## src/rtl/spi_sched_pkg.sv

```systemverilog
`default_nettype none
// ============================================================================
// Module      : spi_sched_pkg
// Description : Shared state encoding and default widths for spi_xfer_sched.
// Revision    : 1.0 - initial release
// ============================================================================
package spi_sched_pkg;

    localparam int c_N_DEF       = 8;
    localparam int c_R_DEF       = 3;
    localparam int c_BACKOFF_DEF = 2;

    typedef enum logic [2:0] {
        ST_IDLE    = 3'd0,
        ST_ARM     = 3'd1,
        ST_WAIT    = 3'd2,
        ST_ABORT   = 3'd3,
        ST_BACKOFF = 3'd4,
        ST_DONE    = 3'd5,
        ST_FAIL    = 3'd6
    } state_t;

endpackage
`default_nettype wire

```

## src/rtl/xfer_timer.sv

```systemverilog
`default_nettype none
// ============================================================================
// Module      : xfer_timer
// Description : Loadable down-counter that stops at zero, with a zero flag.
// Revision    : 1.0 - initial release
// ============================================================================
module xfer_timer #(
    parameter int W = 8
) (
    input  logic         i_clk_p,
    input  logic         i_rst,
    input  logic         i_load,
    input  logic [W-1:0] i_load_val,
    input  logic         i_dec,
    output logic         o_zero
);

    localparam logic [W-1:0] c_ONE = {{(W-1){1'b0}}, 1'b1};

    logic [W-1:0] r_count;

    // Load wins over decrement so a reload is never lost to a pending count.
    always_ff @(posedge i_clk_p or posedge i_rst) begin
        if (i_rst) begin
            r_count <= '0;
        end else if (i_load) begin
            r_count <= i_load_val;
        end else if (i_dec && (r_count != '0)) begin
            r_count <= r_count - c_ONE;
        end
    end

    assign o_zero = (r_count == '0);

endmodule
`default_nettype wire

```

## src/rtl/spi_xfer_sched.sv

```systemverilog
`default_nettype none
// ============================================================================
// Module      : spi_xfer_sched
// Description : Launches SPI attempts with per-attempt timeout, abort, backoff
//               and bounded retry; reports success or exhaustion.
// Revision    : 1.0 - initial release
// ============================================================================
module spi_xfer_sched
    import spi_sched_pkg::*;
#(
    parameter int N       = c_N_DEF,
    parameter int R       = c_R_DEF,
    parameter int BACKOFF = c_BACKOFF_DEF
) (
    input  logic         i_clk_p,
    input  logic         i_rst,
    input  logic         i_start,
    input  logic [N-1:0] i_timeout,
    input  logic [R-1:0] i_retries,
    input  logic         i_spi_done,
    output logic         o_spi_start,
    output logic         o_spi_abort,
    output logic         o_busy,
    output logic         o_done,
    output logic         o_fail,
    output logic [R:0]   o_attempts
);

    localparam logic [3:0] c_BO_LOAD = 4'(BACKOFF - 1);
    localparam logic [R:0] c_ATT_ONE = {{R{1'b0}}, 1'b1};
    localparam logic [R:0] c_ATT_MAX = '1;

    state_t       r_state;
    state_t       w_state_nxt;
    logic [N-1:0] r_timeout;
    logic [R-1:0] r_retries;
    logic [R:0]   r_attempts;
    logic         w_capture;
    logic         w_inc;
    logic         w_tmr_load;
    logic         w_tmr_dec;
    logic         w_tmr_zero;
    logic         w_bo_load;
    logic         w_bo_dec;
    logic         w_bo_zero;

    xfer_timer #(.W(N)) u_attempt_timer (
        .i_clk_p    (i_clk_p),
        .i_rst      (i_rst),
        .i_load     (w_tmr_load),
        .i_load_val (r_timeout),
        .i_dec      (w_tmr_dec),
        .o_zero     (w_tmr_zero)
    );

    // Backoff counter loads BACKOFF-1 in ABORT so BACKOFF spans exactly BACKOFF cycles.
    xfer_timer #(.W(4)) u_backoff_timer (
        .i_clk_p    (i_clk_p),
        .i_rst      (i_rst),
        .i_load     (w_bo_load),
        .i_load_val (c_BO_LOAD),
        .i_dec      (w_bo_dec),
        .o_zero     (w_bo_zero)
    );

    always_ff @(posedge i_clk_p or posedge i_rst) begin
        if (i_rst) begin
            r_state <= ST_IDLE;
        end else begin
            r_state <= w_state_nxt;
        end
    end

    always_comb begin
        w_state_nxt = r_state;
        w_capture   = 1'b0;
        w_inc       = 1'b0;
        w_tmr_load  = 1'b0;
        w_tmr_dec   = 1'b0;
        w_bo_load   = 1'b0;
        w_bo_dec    = 1'b0;
        case (r_state)
            ST_IDLE: begin
                if (i_start) begin
                    w_capture   = 1'b1;
                    w_state_nxt = ST_ARM;
                end
            end
            ST_ARM: begin
                w_inc       = 1'b1;
                w_tmr_load  = 1'b1;
                w_state_nxt = ST_WAIT;
            end
            ST_WAIT: begin
                w_tmr_dec = 1'b1;
                if (i_spi_done) begin
                    w_state_nxt = ST_DONE;
                end else if (w_tmr_zero && (r_timeout != '0)) begin
                    w_state_nxt = ST_ABORT;
                end
            end
            ST_ABORT: begin
                w_bo_load   = 1'b1;
                w_state_nxt = (r_attempts <= {1'b0, r_retries}) ? ST_BACKOFF : ST_FAIL;
            end
            ST_BACKOFF: begin
                w_bo_dec = 1'b1;
                if (w_bo_zero) begin
                    w_state_nxt = ST_ARM;
                end
            end
            ST_DONE, ST_FAIL: begin
                w_state_nxt = ST_IDLE;
            end
            default: begin
                w_state_nxt = ST_IDLE;
            end
        endcase
    end

    always_ff @(posedge i_clk_p or posedge i_rst) begin
        if (i_rst) begin
            r_timeout  <= '0;
            r_retries  <= '0;
            r_attempts <= '0;
        end else if (w_capture) begin
            r_timeout  <= i_timeout;
            r_retries  <= i_retries;
            r_attempts <= '0;
        end else if (w_inc && (r_attempts != c_ATT_MAX)) begin
            r_attempts <= r_attempts + c_ATT_ONE;
        end
    end

    assign o_spi_start = (r_state == ST_ARM);
    assign o_spi_abort = (r_state == ST_ABORT);
    assign o_busy      = (r_state != ST_IDLE);
    assign o_done      = (r_state == ST_DONE);
    assign o_fail      = (r_state == ST_FAIL);
    assign o_attempts  = r_attempts;

endmodule
`default_nettype wire

```

## config.mk

```make
export PLATFORM = sky130hd
export DESIGN_NAME = spi_xfer_sched
export DESIGN_NICKNAME = d
export VERILOG_FILES = /design/src/rtl/spi_sched_pkg.sv /design/src/rtl/xfer_timer.sv /design/src/rtl/spi_xfer_sched.sv
export SDC_FILE = /design/constraint.sdc
export NUM_CORES = 1
export LEC_CHECK = 0
export CELL_PAD_IN_SITES_DETAIL_PLACEMENT = 0
export CELL_PAD_IN_SITES_GLOBAL_PLACEMENT = 1
export CORE_ASPECT_RATIO = 1.75
export CORE_UTILIZATION = 38
export CTS_BUF_LIST = sky130_fd_sc_hd__clkbuf_16
export DETAILED_ROUTE_END_ITERATION = 7
export MAX_ROUTING_LAYER = met4
export PLACE_DENSITY = 0.8
export SLEW_MARGIN = 40
export SYNTH_ARGS = -nofsm -noshare
export SYNTH_HDL_FRONTEND = slang
export SYNTH_SLANG_ARGS = --single-unit
```

## constraint.sdc

```tcl
create_clock -name i_clk_p -period 1.9 [get_ports i_clk_p]
set_clock_uncertainty 0.15 [all_clocks]
set_input_delay 0.38 -clock i_clk_p [delete_from_list [all_inputs] [get_ports i_clk_p]]
set_output_delay 0.38 -clock i_clk_p [all_outputs]
set_load 0.01 [all_outputs]
```

==> impl_summary.txt <==
----------------------------------------------------
[Die]
  Number of top-level pins ... 24
  Starting density of the core ... 0.4004
  Horizontal die dimension ... 51.99 um
  Placement row count ... 31
  Die ar. ... approximately 4700 um2
  Overall die height ... between 80 and 90 um
  Placeable Area ... 4150 um2

[Cells and area]
  Area of all sequential standard cells ... between 700 and 800 um2
  Number of nets in the final layout ... 230
  Count of filler cells inserted in the layout ... around 380
  Area of combinational cells with multiple inputs ... around 860 um2
  Number of diodes ... 0
  Share of post-route cells with drive strength above 1 ... 0.2452
  Non-Filler Cell Area, Final ... roughly 2200 um2
  Layout-stage area growth over the synthesis result ... 34.79%

[STA]
  Setup slack of the critical path after layout ... 0.02764 ns
  Worst slew margin relative to its limit ... 0.6638
  Clock period minus final worst setup slack ... about 1.9 ns
  Worst hold margin ... between 0.3 and 0.4 ns
  Number of pins exceeding their max-slew limit in the final report ... 0
  RSZ-0062 raised after global routing ... yes
  Final number of hold-violating endpoints ... 0
  Share of the clock period used by the worst path ... 0.9855
  Maximum clock rate ... between 0.5 and 0.6 GHz
  Final setup vio count ... 0
  Tightest Pin Transition ... 0.5004 ns

[Yosys]
  Cells taking the most area after synthesis ... sky130_fd_sc_hd__dfrtp_1 45%, sky130_fd_sc_hd__ha_1 6.0%, sky130_fd_sc_hd__mux2_2 5.4%
  Cell type with the highest aggregate area in the netlist ... sky130_fd_sc_hd__dfrtp_1
  Number of instances in the synthesized netlist ... between 150 and 200
  Net count after synthesis ... approximately 190
  Ys async rst share ... 1.000
  Syn_area_per_cell ... 10.13 um2
  Area of the mapped netlist ... about 1700 um2
  Top FF cell, synth ... sky130_fd_sc_hd__dfrtp_1
  Post-synthesis cell type count ... between 40 and 50
  Top cells by instance count after synthesis ... 30 x sky130_fd_sc_hd__dfrtp_1, 12 x sky130_fd_sc_hd__inv_1, 12 x sky130_fd_sc_hd__nand2_1, 12 x sky130_fd_sc_hd__nand3_1, 11 x sky130_fd_sc_hd__nor2_1
  Seq/Total Area, Yosys ... 0.4518
  Yosys reg bits ... 30
  Count of synthesis-stage warnings from yosys ... 0
  Most common cell in the netlist ... sky130_fd_sc_hd__dfrtp_1
  Number of enable-type register cells in the synthesized netlist ... 0
  Share of the synthesized area in the top cell type ... 0.4518

[Clocking]
  Number of sinks driven by the clock tree ... 30
  Maximum level of the CTS H-tree ... 2
  Clock root cell ... sky130_fd_sc_hd__clkbuf_16
  Hold-fix buffers, CTS ... 0
  Insertion delay of the later-clocked pin in the worst-skew pair ... around 0.27 ns
  Clock-pin slew reported for the worst setup and hold paths after clock tree synthesis ... around 0.050 ns
  Clock tree from TritonCTS ... built
  Clock tree buffer depth ... 2
  Number of buffers created by CTS ... 5

[Setup path]
  Data required time at the worst endpoint ... ~1.4 ns
  Arrival time reported for the critical path endpoint ... 1.34 ns
  Terminus of the critical flop-to-flop path ... u_attempt_timer.r_count[2]
  Category of the critical setup timing path ... reg -> out
  Crit end category ... output pin
  Beginning of the worst register-to-register path ... r_state[0]
  Crit start category ... flop
  Register-to-register setup slack ... ~0.028 ns
  Worst r2r path cells ... 5
  Top fanout value on the critical path ... 6

[Global routing]
  Maximum number of pins on one net before global-route repair ... 31
  Global-route wire length before repair ... 6.009 mm
  Number of antenna violations at the first check in global routing ... 0
  Via count of the first global-routing pass ... 1,380
  Global route total overflow ... 0
  Tot GR Track Use ... 0.1838

[Place]
  Number of buffer cells added on primary ports ... 23
  Post-detail-place hpwl ... 2.669 mm
  Post-placement cell area ... 2049 um2
  RD Place Congestion ... approximately 0.80
  Place WS ... -0.1374 ns

[Detailed routing]
  Post-Route WL ... 3.548 mm
  Routed met2 length ... roughly 2.0 mm
  First-pass DRT Iterations ... 4
  Final antenna-violating net count ... 0
  Max Used Layer ... met4
  Mean number of vias per cell ... just over 5
  Wire length per cell after detailed routing ... ~14 um
  Number of violations reported at the end of detailed-routing iteration 0 ... 38
  Overall via count from detail_route ... roughly 1,300
  Metal3 WL ... about 86 um
  Number of design rule violations left after detail routing ... 0
  Post-route met1 wirelength ... 1.346 mm

[Run]
  Max-cap violations ... 0

[Pwr]
  Logic gate share of total power ... 0.481
  Clk network pwr share ... 0.199
  VDD IR-drop max ... 0.0009105 V
  Internal Pwr Total ... between 2 and 2.5 mW
  Part of the total power dissipated in sequential elements ... 0.320
  Leakage power total ... between 0.9 and 1 nW
  Power dissipated by switching net loads ... ~1.4 mW
  Switching power as a share of total power ... 0.3701
  Power density normalized to cell area ... roughly 1700 nW/um2

[Worst hold path]
  Class of the tightest hold or removal check ... in -> async

[Outcome]
  Run status ... finished clean

----------------------------------------------------
[power by group through the flow]
| stage | clock, mW | combinational (mW) | sequential, mW |
|---|---|---|---|
| floorplan | 0 | 1.10 | 1.17 |
| global placement | 0 | 1.62 | 1.19 |
| detailed placement | 0 | 1.69 | 1.20 |
| CTS | 0.747 | 1.73 | 1.19 |
| global route | 0.776 | 2.02 | 1.23 |
| finish | 0.743 | 1.79 | 1.19 |
[what timing repair did]
item,4_1_cts,5_1_grt
setup endpoints to repair,11,11
endpoints found under the hold margin,0,0
pin swaps,0,3
gates resized for setup,16,10
buffers inserted,1,2
[metal layers]
metal  up-vias  GRT usage
met1       626     0.1865
met2        25     0.3263
li1        660          -
met5         -          -
met3        10    0.03571
met4         0    0.09091
[logic make-up after synthesis]
family,after synthesis,synth area share
compound gates,28,0.1280
buf+inv,19,0.05120
flops,30,0.4518
fa+ha+maj,8,0.06024
simple gates,63,0.2124
xor+xnor,8,0.04216
mux,8,0.05422
[critical path, stage by stage, from the launching register on]
cell and delay (ns):
sky130_fd_sc_hd__dfrtp_1 0.40, sky130_fd_sc_hd__buf_6 0.14, sky130_fd_sc_hd__or3_4 0.40, sky130_fd_sc_hd__buf_6 0.13
[sequential cells by signal (all words and copies together) (netlist names)]
signal	flops
o_attempts	4
r_timeout	8
r_retries	3
r_state	3
u_backoff_timer.r_count	4
u_attempt_timer.r_count	8
[cell usage in the layout (no fill, tap or decap), types with 2 or more instances in the layout]
| cell | instances |
|---|---|
| sky130_fd_sc_hd__xnor2_1 | 2 |
| sky130_fd_sc_hd__or3b_4 | 2 |
| sky130_fd_sc_hd__xnor2_2 | 2 |
| sky130_fd_sc_hd__ha_1 | 8 |
| sky130_fd_sc_hd__buf_6 | 2 |
| sky130_fd_sc_hd__dfrtp_1 | 30 |
| sky130_fd_sc_hd__mux2_2 | 8 |
| sky130_fd_sc_hd__buf_4 | 17 |
| sky130_fd_sc_hd__nor3_1 | 6 |
| sky130_fd_sc_hd__nor3b_1 | 3 |
| sky130_fd_sc_hd__nor2_1 | 10 |
| sky130_fd_sc_hd__o21bai_1 | 2 |
| sky130_fd_sc_hd__a211oi_1 | 5 |
| sky130_fd_sc_hd__nand2_1 | 12 |
| sky130_fd_sc_hd__a21oi_1 | 4 |
| sky130_fd_sc_hd__nor4_1 | 3 |
| sky130_fd_sc_hd__clkinv_1 | 2 |
| sky130_fd_sc_hd__buf_2 | 2 |
| sky130_fd_sc_hd__nand3_1 | 12 |
| sky130_fd_sc_hd__o21ai_0 | 7 |
| sky130_fd_sc_hd__and3_1 | 2 |
| sky130_fd_sc_hd__inv_1 | 12 |
| sky130_fd_sc_hd__clkdlybuf4s50_1 | 18 |
| sky130_fd_sc_hd__xor2_1 | 4 |
| sky130_fd_sc_hd__clkbuf_16 | 5 |
[stage by stage]
stage,setup TNS [ns],power (mW),util,cells
after floorplan,0,2.274,-,164
after global placement,-0.2472,2.813,0.4938,246
after detailed placement,-0.4520,2.893,0.4938,246
after CTS,-0.001068,3.670,0.5306,255
after global routing,-0.01812,4.032,0.5396,257
final,0,3.731,0.5396,257
[final cells by class]
| class | count | share of cell area |
|---|---|---|
| clock buffer | 5 | 0.05587 |
| clock inverter | 3 | 0.005587 |
| multi-input combinational | 115 | 0.3849 |
| inverter | 13 | 0.02179 |
| timing repair buffer | 42 | 0.1693 |
| tap | 49 | 0.02737 |
| sequential | 30 | 0.3352 |
[worst max-delay path by stage]
stage | startpoint | end
6_report | r_state[1] | o_busy
2_1_floorplan | r_state[1] | o_spi_start
3_5_place_dp | r_state[1] | o_spi_start
5_1_grt | u_attempt_timer.r_count[1] | u_attempt_timer.r_count[4]
4_1_cts | r_state[0] | o_fail
3_3_place_gp | r_state[1] | o_spi_start
Power figures use the tool's default switching activity.
